===== src/rtl/video_sig_gen.sv =====
// Raster timing generator: pixel/line counters, sync and active-draw flags,
// new-frame strobe, frame counter and fixed-delay copies of the syncs.
module video_sig_gen #(
    parameter int ACTIVE_H = 1280,
    parameter int H_FRONT  = 110,
    parameter int H_SYNC   = 40,
    parameter int H_BACK   = 220,
    parameter int ACTIVE_V = 720,
    parameter int V_FRONT  = 5,
    parameter int V_SYNC   = 5,
    parameter int V_BACK   = 20,
    parameter int FPS      = 60,
    parameter int DELAY    = 4
) (
    input  logic        pixel_clk_in,
    input  logic        rst_n_in,
    output logic [10:0] hcount_out,
    output logic [9:0]  vcount_out,
    output logic        hs_out,
    output logic        vs_out,
    output logic        ad_out,
    output logic        nf_out,
    output logic [5:0]  fc_out,
    output logic        hs_dly_out,
    output logic        vs_dly_out,
    output logic        ad_dly_out
);

    localparam int TOTAL_H = ACTIVE_H + H_FRONT + H_SYNC + H_BACK;
    localparam int TOTAL_V = ACTIVE_V + V_FRONT + V_SYNC + V_BACK;

    logic [10:0] hcount_q, hcount_d;
    logic [9:0]  vcount_q, vcount_d;
    logic        hs_q, hs_d;
    logic        vs_q, vs_d;
    logic        ad_q, ad_d;
    logic        nf_q, nf_d;
    logic [5:0]  fc_q, fc_d;

    // Flags decode the *next* counter values so they line up with the counts.
    always_comb begin
        hcount_d = hcount_q + 11'd1;
        vcount_d = vcount_q;
        if (hcount_q == 11'(TOTAL_H - 1)) begin
            hcount_d = '0;
            vcount_d = (vcount_q == 10'(TOTAL_V - 1)) ? '0 : vcount_q + 10'd1;
        end
        ad_d = (hcount_d < 11'(ACTIVE_H)) && (vcount_d < 10'(ACTIVE_V));
        hs_d = (hcount_d >= 11'(ACTIVE_H + H_FRONT)) &&
               (hcount_d <  11'(ACTIVE_H + H_FRONT + H_SYNC));
        vs_d = (vcount_d >= 10'(ACTIVE_V + V_FRONT)) &&
               (vcount_d <  10'(ACTIVE_V + V_FRONT + V_SYNC));
        nf_d = (hcount_d == 11'(ACTIVE_H)) && (vcount_d == 10'(ACTIVE_V));
        fc_d = fc_q;
        if (nf_d) begin
            fc_d = (fc_q == 6'(FPS - 1)) ? '0 : fc_q + 6'd1;
        end
    end

    always_ff @(posedge pixel_clk_in or negedge rst_n_in) begin
        if (!rst_n_in) begin
            hcount_q <= 11'(TOTAL_H - 1);
            vcount_q <= 10'(TOTAL_V - 1);
            hs_q     <= 1'b0;
            vs_q     <= 1'b0;
            ad_q     <= 1'b0;
            nf_q     <= 1'b0;
            fc_q     <= '0;
        end else begin
            hcount_q <= hcount_d;
            vcount_q <= vcount_d;
            hs_q     <= hs_d;
            vs_q     <= vs_d;
            ad_q     <= ad_d;
            nf_q     <= nf_d;
            fc_q     <= fc_d;
        end
    end

    assign hcount_out = hcount_q;
    assign vcount_out = vcount_q;
    assign hs_out     = hs_q;
    assign vs_out     = vs_q;
    assign ad_out     = ad_q;
    assign nf_out     = nf_q;
    assign fc_out     = fc_q;

    generate
        if (DELAY == 0) begin : g_no_delay
            assign hs_dly_out = hs_q;
            assign vs_dly_out = vs_q;
            assign ad_dly_out = ad_q;
        end else begin : g_delay
            // Each stage holds {hs, vs, ad}; the last stage is DELAY cycles old.
            logic [DELAY-1:0][2:0] pipe_q, pipe_d;

            always_comb begin
                pipe_d    = pipe_q;
                pipe_d[0] = {hs_q, vs_q, ad_q};
                for (int i = 1; i < DELAY; i++) begin
                    pipe_d[i] = pipe_q[i-1];
                end
            end

            always_ff @(posedge pixel_clk_in or negedge rst_n_in) begin
                if (!rst_n_in) begin
                    pipe_q <= '0;
                end else begin
                    pipe_q <= pipe_d;
                end
            end

            assign {hs_dly_out, vs_dly_out, ad_dly_out} = pipe_q[DELAY-1];
        end
    endgenerate

endmodule


===== config.mk =====
export PLATFORM = sky130hd
export DESIGN_NAME = video_sig_gen
export DESIGN_NICKNAME = d
export VERILOG_FILES = /design/src/rtl/video_sig_gen.sv
export SDC_FILE = /design/constraint.sdc
export NUM_CORES = 1
export LEC_CHECK = 0
export BUFFER_PORTS_ARGS = -buffer_cell sky130_fd_sc_hd__buf_2
export CORE_ASPECT_RATIO = 2
export CORE_UTILIZATION = 40
export DETAILED_ROUTE_END_ITERATION = 16
export PLACE_DENSITY = 0.66
export SLEW_MARGIN = 15
export SYNTH_ARGS = -nofsm -noshare
export SYNTH_HDL_FRONTEND = slang
export SYNTH_SLANG_ARGS = --single-unit

===== constraint.sdc =====
create_clock -name pixel_clk_in -period 4.64 [get_ports pixel_clk_in]
set_input_delay 0.464 -clock pixel_clk_in [delete_from_list [all_inputs] [get_ports pixel_clk_in]]
set_output_delay 0.464 -clock pixel_clk_in [all_outputs]
set_load 0.005 [all_outputs]

==> run summary <==
Final GP Congestion: 0.858
# rows: 38
#FFs+latches synth: 43
Routed WL: 5460 µm
Data required, critical path: 4.84 ns
Cells on worst reg2reg path: 7
N_diodes: 0
Final hold vios: 0
Layout Nets: 261
Predominant post-synthesis flop cell: dfrtp_1
Final Skew: 0.00693 ns
Min Hold Slack: 0.303 ns
Crit Reg-Reg Startpoint: hcount_out[10]
Root Driver: clkbuf_8
Synthesis Warnings: 0
Initial DRC count: 34
Flop-to-flop setup slack: 1.16 ns
Leakage: 1.20 nW
# IOs: 36
Synth cell types: 53
Minimum clock period: 3.48 ns
Core ar.: 5420 µm²
Cell count after synthesis: 219
Crit Path Class: flop to flop
Total number of vias: 1815
R2r endpoint: fc_out[1]
Maximum VDD drop: 0.222 mV
Commonest non-fill, non-tap cell in the layout: buf_2
Die Area: 5920 µm²
Headroom to the max-slew limit: 0.360
Power Density: 269 nW/µm²
Maximum fanout along the worst path: 8
CTS max path bufs: 2
Fraction of registers with async set or reset after synthesis: 1.00
Vias in the first global route: 1766
Initial antenna violation count: 0
Number of synthesized flops with an enable pin: 0
Fmax: 0.287 GHz
Average wire per standard cell: 17.3 µm
Hold_buf cts: 0
Register area share after synthesis: 0.488
Vias/cell: 5.76
Largest net degree at the start of global routing: 44
CTS Sinks: 43
GRT Residual Overflow: 0
Run status: finished clean
Total of max-cap violations: 0
GRT Total Usage: 0.208
Layout cell share with drive strength beyond 1: 0.267
DRC errors left: 0
Setup Fix Bufs, Post-CTS: 0
Syn Nets: 226
Worst setup SP type: flop
Cts bufs inserted: 5
CP arrival: 3.68 ns
CTS tree: built
Drt first pass iters: 4
First-pass GRT wire length: 8750 µm
Avg Cell Area, Syn: 10.2 µm²
Clock latency at the later pin of the worst-skew pair: 0.31 ns
Hold Path Class: primary input to async pin
Final setup viols: 0
CP endpoint kind: flop
Clk slew on worst S/H paths: 0.09 ns
Slew Viols, Final: 0
PortBufs: 35
Least-Margin Pin Slew: 0.960 ns
Final ANT Viol Nets: 0
Post_cts resized: 0
Setup TNS: 0 ns
Period utilisation layout: 0.750
DP HPWL: 4080 µm
Area growth syn-to-layout: 14.8%
H-tree lvl count: 2
Die span in y: 108 µm
Die width: 54.9 µm
Mapped cell area: 2240 µm²
Commonest non-fill, non-tap cells in the layout: 35 x buf_2, 30 x dfrtp_1, 21 x nand2_1
Starting Density: 0.413
RSZ-0062 raised after global routing: false
[worst max-delay path: stages (launching register included)]
cell      delay [ns]
dfstp_2         0.57
or4b_1          0.61
or3_1           0.60
nor3_1          0.28
xor2_1          0.14
nand4b_4        0.25
or4_4           0.62
mux2_4          0.32
[report_power, final]
group,switching [mW],internal [mW],leakage (nW)
Combinational,0.00706,0.000305,0.610
Sequential,0,0.375,0.528
Clock,0.145,0.163,0.0587
Total,0.152,0.539,1.20
[metrics by stage]
stage	utilization	std cells	instance area, µm²	power [mW]	setup slack (ns)
5_1_grt	0.474	315	2570	0.711	1.05
2_1_floorplan	-	219	2240	0.382	1.44
4_1_cts	0.474	315	2570	0.699	1.15
3_3_place_gp	0.453	307	2450	0.390	1.23
3_5_place_dp	0.453	307	2450	0.390	1.17
6_report	0.474	315	2570	0.691	1.16
[layer usage]
layer / track usage / share of wire / vias up / wire, µm
met4: 0.130 / 0.042 / 0 / 231
met5: 0 / 0 / - / 0
met2: 0.348 / 0.55 / 58 / 3020
li1: - / - / 863 / -
met1: 0.226 / 0.37 / 880 / 2020
met3: 0.0381 / 0.036 / 14 / 195
[sequential cells by signal, summed over array words and instances (netlist names), 6 cells and up]
name / flops
hcount_out: 11
vcount_out: 10
g_delay.pipe_d: 9
fc_out: 6
[how the worst max path moves through the flow]
stage / start / endpoint / slack, ns / depth (start not counted)
2_1_floorplan: hcount_out[10] / fc_out[0] / 1.44 / 9
3_3_place_gp: hcount_out[10] / fc_out[1] / 1.23 / 7
3_5_place_dp: hcount_out[10] / fc_out[1] / 1.17 / 7
4_1_cts: hcount_out[10] / fc_out[1] / 1.15 / 7
5_1_grt: hcount_out[10] / fc_out[1] / 1.05 / 7
6_report: hcount_out[10] / fc_out[1] / 1.16 / 7
[synth_stat cells, drive strengths merged (3+ instances only)]
cell type,number,share of area
nand3,14,0.031
dfrtp,30,0.34
a21oi,3,0.0067
xnor2,4,0.016
or3,3,0.0084
o21ai,6,0.013
inv,13,0.022
o211ai,5,0.017
nor3b,3,0.010
nor4,3,0.0084
nand4,6,0.017
nor2b,4,0.011
nor2,12,0.023
or4,4,0.015
clkbuf,5,0.0084
ha,5,0.028
xor2,5,0.020
and2,3,0.0084
mux2i,3,0.013
nor3,8,0.018
and3,4,0.011
dfstp,13,0.15
buf,3,0.011
o31ai,7,0.030
nand2,21,0.035
mux2,3,0.020
nand2b,3,0.0084
[final cells by class]
cell class	count	area, µm²
tap	60	75.1
clock inverter	3	47.5
inverter	13	48.8
fill	536	2850
clock buffer	5	68.8
timing repair buffer	36	183
multi-input combinational	155	1060
sequential	43	1090
[logic make-up (layout without fill, tap and decap cells)]
kind of cell / after synthesis / in the layout / synth area share
AND/OR/NAND/NOR: 96 / 96 / 0.241
flip-flops: 43 / 43 / 0.488
AO/OA/AOI/OAI: 39 / 39 / 0.134
buffers and inverters: 21 / 57 / 0.0408
XOR/XNOR: 9 / 9 / 0.0352
multiplexers: 6 / 6 / 0.0335
adder cells (fa/ha/maj): 5 / 5 / 0.0279
Note: power is estimated with default switching activity, not from simulation.
